--- src/rtl/serial_subtractor_pkg.sv ---
// Shared definitions for the digit-serial subtractor: default sizing and FSM encoding.
package serial_subtractor_pkg;

  localparam int WIDTH_DEF   = 32;
  localparam int DIGIT_W_DEF = 4;

  typedef enum logic [1:0] {
    IDLE = 2'd0,
    RUN  = 2'd1,
    DONE = 2'd2
  } state_t;

endpackage

--- src/rtl/serial_subtractor_digit_slice.sv ---
// One DIGIT_W-bit slice of A + ~B + cin; reused every cycle by the serial subtractor.
module serial_subtractor_digit_slice #(
  parameter int DIGIT_W = 4
) (
  input  logic [DIGIT_W-1:0] i_a,
  input  logic [DIGIT_W-1:0] i_b,
  input  logic               i_cin,
  output logic [DIGIT_W-1:0] o_diff,
  output logic               o_cout
);

  logic [DIGIT_W:0] w_sum;

  assign w_sum  = {1'b0, i_a} + {1'b0, ~i_b} + {{DIGIT_W{1'b0}}, i_cin};
  assign o_diff = w_sum[DIGIT_W-1:0];
  assign o_cout = w_sum[DIGIT_W];

endmodule

--- src/rtl/serial_subtractor.sv ---
// Multicycle signed subtractor: A-B computed DIGIT_W bits per cycle, LSB digit first.
// state | meaning
// IDLE  | waiting for ctrl_sub; operands latched on accept
// RUN   | one digit per edge, N edges total
// DONE  | result_ready pulse; outputs already final
module serial_subtractor
  import serial_subtractor_pkg::*;
#(
  parameter int WIDTH   = WIDTH_DEF,
  parameter int DIGIT_W = DIGIT_W_DEF
) (
  input  logic             clock,
  input  logic             reset,
  input  logic             ctrl_sub,
  input  logic [WIDTH-1:0] data_operandA,
  input  logic [WIDTH-1:0] data_operandB,
  output logic             busy,
  output logic             result_ready,
  output logic [WIDTH-1:0] sub_result,
  output logic             sub_overflow,
  output logic             is_not_equal,
  output logic             is_less_than
);

  localparam int N     = WIDTH / DIGIT_W;
  localparam int CNT_W = (N > 1) ? $clog2(N) : 1;

  state_t             r_state;
  state_t             w_state_nxt;
  logic [WIDTH-1:0]   r_opa;
  logic [WIDTH-1:0]   r_opb;
  logic [WIDTH-1:0]   r_acc;
  logic               r_carry;
  logic [CNT_W-1:0]   r_cnt;

  logic [DIGIT_W-1:0] w_diff;
  logic               w_cout;
  logic               w_start;
  logic               w_last;
  logic               w_ovf;
  logic [WIDTH-1:0]   w_acc_nxt;

  serial_subtractor_digit_slice #(.DIGIT_W(DIGIT_W)) u_slice (
    .i_a    (r_opa[DIGIT_W-1:0]),
    .i_b    (r_opb[DIGIT_W-1:0]),
    .i_cin  (r_carry),
    .o_diff (w_diff),
    .o_cout (w_cout)
  );

  assign w_start   = (r_state == IDLE) && ctrl_sub;
  assign w_last    = (r_state == RUN) && (r_cnt == '0);
  assign w_acc_nxt = (r_acc >> DIGIT_W) | (WIDTH'(w_diff) << (WIDTH - DIGIT_W));
  // On the last digit the low digit of each operand register holds the operand MSBs.
  assign w_ovf     = (r_opa[DIGIT_W-1] != r_opb[DIGIT_W-1]) &&
                     (w_diff[DIGIT_W-1] != r_opa[DIGIT_W-1]);

  always_ff @(posedge clock) begin
    if (reset) r_state <= IDLE;
    else       r_state <= w_state_nxt;
  end

  always_comb begin
    w_state_nxt = r_state;
    case (r_state)
      IDLE:    if (ctrl_sub) w_state_nxt = RUN;
      RUN:     if (w_last)   w_state_nxt = DONE;
      DONE:                  w_state_nxt = IDLE;
      default:               w_state_nxt = IDLE;
    endcase
  end

  always_comb begin
    busy         = (r_state == RUN);
    result_ready = (r_state == DONE);
  end

  always_ff @(posedge clock) begin
    if (reset) begin
      r_opa        <= '0;
      r_opb        <= '0;
      r_acc        <= '0;
      r_carry      <= 1'b0;
      r_cnt        <= '0;
      sub_result   <= '0;
      sub_overflow <= 1'b0;
      is_not_equal <= 1'b0;
      is_less_than <= 1'b0;
    end else if (w_start) begin
      r_opa   <= data_operandA;
      r_opb   <= data_operandB;
      r_acc   <= '0;
      r_carry <= 1'b1;
      r_cnt   <= CNT_W'(N - 1);
    end else if (r_state == RUN) begin
      r_opa   <= r_opa >> DIGIT_W;
      r_opb   <= r_opb >> DIGIT_W;
      r_acc   <= w_acc_nxt;
      r_carry <= w_cout;
      r_cnt   <= r_cnt - 1'b1;
      if (w_last) begin
        sub_result   <= w_acc_nxt;
        sub_overflow <= w_ovf;
        is_not_equal <= (|w_acc_nxt) | w_ovf;
        is_less_than <= w_acc_nxt[WIDTH-1] ^ w_ovf;
      end
    end
  end

endmodule
--- config.mk ---
export PLATFORM = sky130hd
export DESIGN_NAME = serial_subtractor
export DESIGN_NICKNAME = d
export VERILOG_FILES = /design/src/rtl/serial_subtractor_pkg.sv /design/src/rtl/serial_subtractor_digit_slice.sv /design/src/rtl/serial_subtractor.sv
export SDC_FILE = /design/constraint.sdc
export NUM_CORES = 1
export LEC_CHECK = 0
export ABC_AREA = 1
export BUFFER_PORTS_ARGS = -buffer_cell sky130_fd_sc_hd__buf_2
export CORE_MARGIN = 8
export CORE_UTILIZATION = 50
export DETAILED_ROUTE_END_ITERATION = 16
export PLACE_DENSITY = 0.73
export SYNTH_ARGS = -nofsm -noshare
export SYNTH_HDL_FRONTEND = slang
export SYNTH_SLANG_ARGS = --single-unit
--- constraint.sdc ---
create_clock -name clock -period 6.3 [get_ports clock]
set_input_delay 0 -clock clock [delete_from_list [all_inputs] [get_ports clock]]
set_output_delay 0 -clock clock [all_outputs]
set_load 0.1 [all_outputs]
Word level (Yosys, flattened, before mapping) --
Cells that the tools add are included.
Word-level totals: bits in read-only memories 0, memories kept 0, output and inout port bits 37, input bits 67, register bits 137, logic and storage cells 45, bits in writable memories 0, bits in latches 0
Operators by class: shift-type cells 0, add/sub/neg operators 3, multiply operators 0, reductions and logical operators 10, divide/modulo/power cells 0, eq/ne operators 6, order comparisons 0, multiplexer cells 11, bitwise logic cells 5
Operators with widths (number):
- 32-bit two-way mux | 4
- 28-bit by 32-bit bitwise OR with 32-bit output | 1
- 32-bit OR reduction | 1
- 3-bit two-way mux | 2
- 4-bit by 4-bit adder with 5-bit output | 1
- 5-bit by 1-bit adder with 5-bit output | 1
- 2-bit two-way mux | 2
- 4-bit NOT | 1
- 2-bit case mux with 2 select lines | 1
- 1-bit logical AND | 3
- 3-bit zero test | 1
- 3-bit AND reduction | 1
- 3-bit by 1-bit subtractor with 3-bit output, second input constant | 1
- 2-bit by 1-bit == test with 1-bit output, second input constant | 1
- 2-bit == test, second input constant | 1
- 2-bit zero test | 1
- 1-bit two-way mux | 2
- 1-bit != test | 2
- 2-bit by 1-bit != test with 1-bit output, second input constant | 1
- 2-bit != test, second input constant | 1
- 2-bit AND reduction | 1
- 2-bit nonzero test | 1
- 2-bit OR reduction | 1
- 1-bit NOT | 1
- 2 further kinds | 2

Longest topological paths before layout --
depth in word-level cells 6, gate-level depth with buffers 12, mapped depth without buffers 12

Cells and area by module --
Synthesis repeated with hierarchy kept, for this count alone.
Second synthesis, totals: cell total of the unflattened synthesis 751, area total of the unflattened synthesis 5441.5 sq um
By module, submodules not included:
- serial_subtractor | instances 1, cells an instance 729, area an instance 5286.3 sq um
- serial_subtractor_digit_slice | instances 1, cells an instance 22, area an instance 155.1 sq um

Worst setup path after synthesis --
No wires, ideal clock.
kind reg2reg, start register r_opb[2], end register is_not_equal, data arrival time 1.854 ns, clock period less this slack 1.976 ns, path slack 4.324 ns, stages on the path, launching flop included 13, cells stage by stage dfxtp_1 -> inv_1 -> ha_1 -> nand2_1 -> nor2_1 -> a211oi_1 -> fa_1 -> inv_1 -> nand2_1 -> nand3b_1 -> nand3_1 -> nor2_1 -> a21oi_1
Between the ends: cells in the longest elaborated chain, start to end 6, elaborated cells on any way between the ends 8, those cells by class 2 x add/sub; 1 x eq/ne; 3 x bitwise; 2 x reduce/logical
RTL lines:
- from (decl) | line serial_subtractor.sv:31 | logic [WIDTH-1:0] r_opb;
- from (signal assigned) | line serial_subtractor.sv:91 | r_opb <= data_operandB;
- from (signal assigned) | line serial_subtractor.sv:97 | r_opb <= r_opb >> DIGIT_W;
- 4-bit NOT * | line serial_subtractor_digit_slice.sv:14 | assign w_sum = {1'b0, i_a} + {1'b0, ~i_b} + {{DIGIT_W{1'b0}}, i_cin};
- 4-bit by 4-bit adder with 5-bit output * | line serial_subtractor_digit_slice.sv:14
- 5-bit by 1-bit adder with 5-bit output * | line serial_subtractor_digit_slice.sv:14
- 28-bit by 32-bit bitwise OR with 32-bit output or 1-bit != test (tied branches) | line serial_subtractor.sv:53, serial_subtractor.sv:56
- 32-bit OR reduction or 1-bit logical AND (tied branches) | line serial_subtractor.sv:104, serial_subtractor.sv:55
- 1-bit bitwise OR * | line serial_subtractor.sv:104 | is_not_equal <= (|w_acc_nxt) | w_ovf;
- to (signal assigned) | line serial_subtractor.sv:104
- to (decl) | line serial_subtractor.sv:21 | output logic is_not_equal,
Mark *: on every way between the ends. The rest lies on a longest branch, timed or not. A chain may end at the register's enable or synchronous reset.

Final worst setup path --
start register r_state[1], end output busy
Between the ends: cells in the longest elaborated chain, start to end 1
RTL lines:
- from (decl) | line serial_subtractor.sv:28 | state_t r_state;
- from (signal assigned) | line serial_subtractor.sv:60 | else r_state <= w_state_nxt;
- 2-bit by 1-bit == test with 1-bit output | line serial_subtractor.sv:74 | busy = (r_state == RUN);
- to (decl) | line serial_subtractor.sv:17 | output logic busy,
Every way passes these cells.

==> results.toml <==
[run_status]
outcome = "complete, no violations"

[pwr]
p_sw_w = 0.000573
intPower_w = 0.00153
leakage_nw = 2.85
swShare = 0.273
pwr-share-comb = 0.155
clkPwrFrac = 0.409
p_seq_frac = 0.436
ir_drop_uv = 180
p_per_area_nw_per_um2 = 304

[sta]
min_period_ns = 2.82
final.setup.tns_ns = 0
finalHoldViolations = 0
rsz0062_at_grt = "no"
fmax_ghz = 0.355
fin_worst_skew_ns = 0.00818
maxSlewViolCount = 0
setup_violations = 0
max_slew_margin = 0.349
tightest_slew_ns = 0.975
post-route-period-util = 0.447

[grt]
grtUsageTotal = 0.201
grt-ovfl-total = 0
antenna_found_initial = 1
grt_first_pass_wirelength_um = 23800
grt_max_degree = 89
grt_pass1_vias = 5181

[run]
drv_cap = 0

[synthesis]
ys_top_cells_by_area = "dfxtp_1 50%, nand2_1 21%, a31oi_1 6.6%, a21oi_1 5.5%, nor2_1 2.7%"
avgSynthCellArea_um2 = 7.57
synth_top_area_share = 0.501
yosysTopAreaCell = "dfxtp_1"
syn_nets = 777
synth_seq_cells = 133
ys_warn_count = 0
synth_seq_area_share = 0.501
yosysUniqueCellTypes = 26
syn_inst = 702
synth_area_um2 = 5310

[routing]
ant_nets = 0
drt_pass1_iterations = 7
viasPerCell = 5.15
drtIter0Drc = 478
via_count = 5125
wl_um = 13900
drcViolationCount = 0
wl_per_cell_um = 13.9

[floorplan]
die-area_um2 = 14200
ios = 104
core_um2 = 10300
row_count = 37
die_h_um = 119
initial_core_util = 0.514
die_x_um = 119

[worst_setup_path]
cpPeakStageDelay_ns = 0.55
critPathCaptureType = "output pin"
path_cells = "inv_1 -> nand2_4 -> inv_2 -> buf_4 -> buf_2"
critPathMaxFanout = 53
critPathSlowestCell = "buf_4"
path_class = "flop to output pin"
worst_ep_required_time_ns = 6.30
start_kind = "flop"
arrival_ns = 2.82

[clock_network]
cts_tree = "yes"
cts_setup_buffers = 0
clock-sinks = 133
htreeDepth = 4
cts_buffers = 17
clock_latency_ns = 0.51
clockBufferDepth = 2
cts_hold_buf = 65
clock-root-buffer = "clkbuf_8"
path_clk_slew_ns = 0.05
cts-resized-gates = 0

[cells_and_area]
syn_to_final_growth_pct = 29.9
nNetsFinal = 923
postLayoutCellArea_um2 = 6900
drive_gt1_frac = 0.162
fillCellCount = 874

[placement]
port-buffer-count = 103
place_area_um2 = 5740
dpl.hpwl_um = 8330
routabilityCongestion = 0.817

[worst_hold_path]
hp-class = "primary input to flop"
## metrics by stage
stage	setup slack, ns	hold WS [ns]	cells	utilization	total power [W]
after floorplan	4.32	0.147	702	-	0.00117
after global placement	3.54	0.258	900	0.556	0.00122
after detailed placement	3.45	0.261	900	0.556	0.00122
after CTS	3.49	0.209	994	0.668	0.00211
after global routing	3.31	0.254	995	0.669	0.00220
final	3.48	0.225	995	0.669	0.00210
## critical path: cells and delay by family, from the launching register on
kind	cells	cell delay, ns
buffers and inverters	4	1.71
DFF	1	0.30
and+or+nand+nor	1	0.25
## synthesized netlist by cell type
cell type,number
dfxtp_1,133
a211oi_2,1
nor2_8,1
buf_4,11
a31oi_1,56
clkinv_1,1
nand2_1,302
inv_1,22
buf_2,16
nor2_1,38
buf_6,7
a211oi_1,2
nand2_4,1
nand3b_1,1
o21ai_0,19
nand4_1,2
inv_2,3
o21ai_1,1
clkbuf_1,9
nand3_1,6
nand2_2,2
xor2_1,1
inv_4,1
fa_1,3
a21oi_1,58
ha_1,5
## cell families after synthesis
kind of cell / share of synthesized area
simple gates: 0.258
compound gates: 0.145
flops: 0.501
buf+inv: 0.0714
fa+ha+maj: 0.0231
xor+xnor: 0.00165
## cells in the final DEF (no fill, tap or decap), types with 2 or more instances in the layout
| cell | count |
|---|---|
| clkinv_2 | 5 |
| a31oi_1 | 56 |
| buf_2 | 103 |
| nand3_1 | 6 |
| clkbuf_8 | 3 |
| inv_1 | 22 |
| buf_4 | 2 |
| a21oi_1 | 58 |
| nand2_2 | 2 |
| clkbuf_16 | 16 |
| inv_2 | 3 |
| clkbuf_1 | 4 |
| nand2_1 | 302 |
| dfxtp_1 | 133 |
| dlygate4sd3_1 | 65 |
| nor2_1 | 38 |
| nand4_1 | 2 |
| a211oi_1 | 2 |
| ha_1 | 5 |
| fa_1 | 3 |
| o21ai_0 | 19 |
## power by group through the flow
stage / combinational, W / sequential, W / clock (W)
3_5_place_dp: 0.000290 / 0.000933 / 0
3_3_place_gp: 0.000285 / 0.000932 / 0
6_report: 0.000325 / 0.000916 / 0.000860
4_1_cts: 0.000322 / 0.000916 / 0.000871
5_1_grt: 0.000361 / 0.000922 / 0.000918
2_1_floorplan: 0.000196 / 0.000972 / 0
## flip-flops by register name, summed over array words and instances, names as in the netlist
| register | flops |
|---|---|
| r_state | 2 |
| is_less_than | 1 |
| sub_overflow | 1 |
| is_not_equal | 1 |
| r_cnt | 3 |
| r_opb | 32 |
| r_acc | 28 |
| sub_result | 32 |
| r_carry | 1 |
| r_opa | 32 |
## worst paths after layout
| kind | end | from | cells past startpoint | slack, ns |
|---|---|---|---|---|
| setup / recovery | busy | r_state[1] | 5 | 3.48 |
| hold / removal | r_opa[30] | reset | 3 | 0.23 |
| setup reg to reg | r_cnt[2] | r_state[1] | 9 | 3.99 |
| hold reg to reg | sub_result[14] | sub_result[14] | 2 | 0.46 |
## layout make-up
cell class | count | area, µm² | share of cell area
Sequential cell | 133 | 2660 | 0.386
Multi-Input combinational cell | 499 | 2270 | 0.329
Timing Repair Buffer | 170 | 1180 | 0.171
Clock buffer | 23 | 457 | 0.0662
Tap cell | 136 | 170 | 0.0247
Inverter | 27 | 104 | 0.0150
Clock inverter | 6 | 55.1 | 0.00798
Antenna cell | 1 | 2.50 | 0.000363
## routing by layer
layer / global-route usage / share of wire
met5: 0 / 0
met4: 0.0648 / 0.019
met3: 0.0709 / 0.068
met2: 0.335 / 0.49
met1: 0.236 / 0.43
Power figures use the tool's default switching activity.
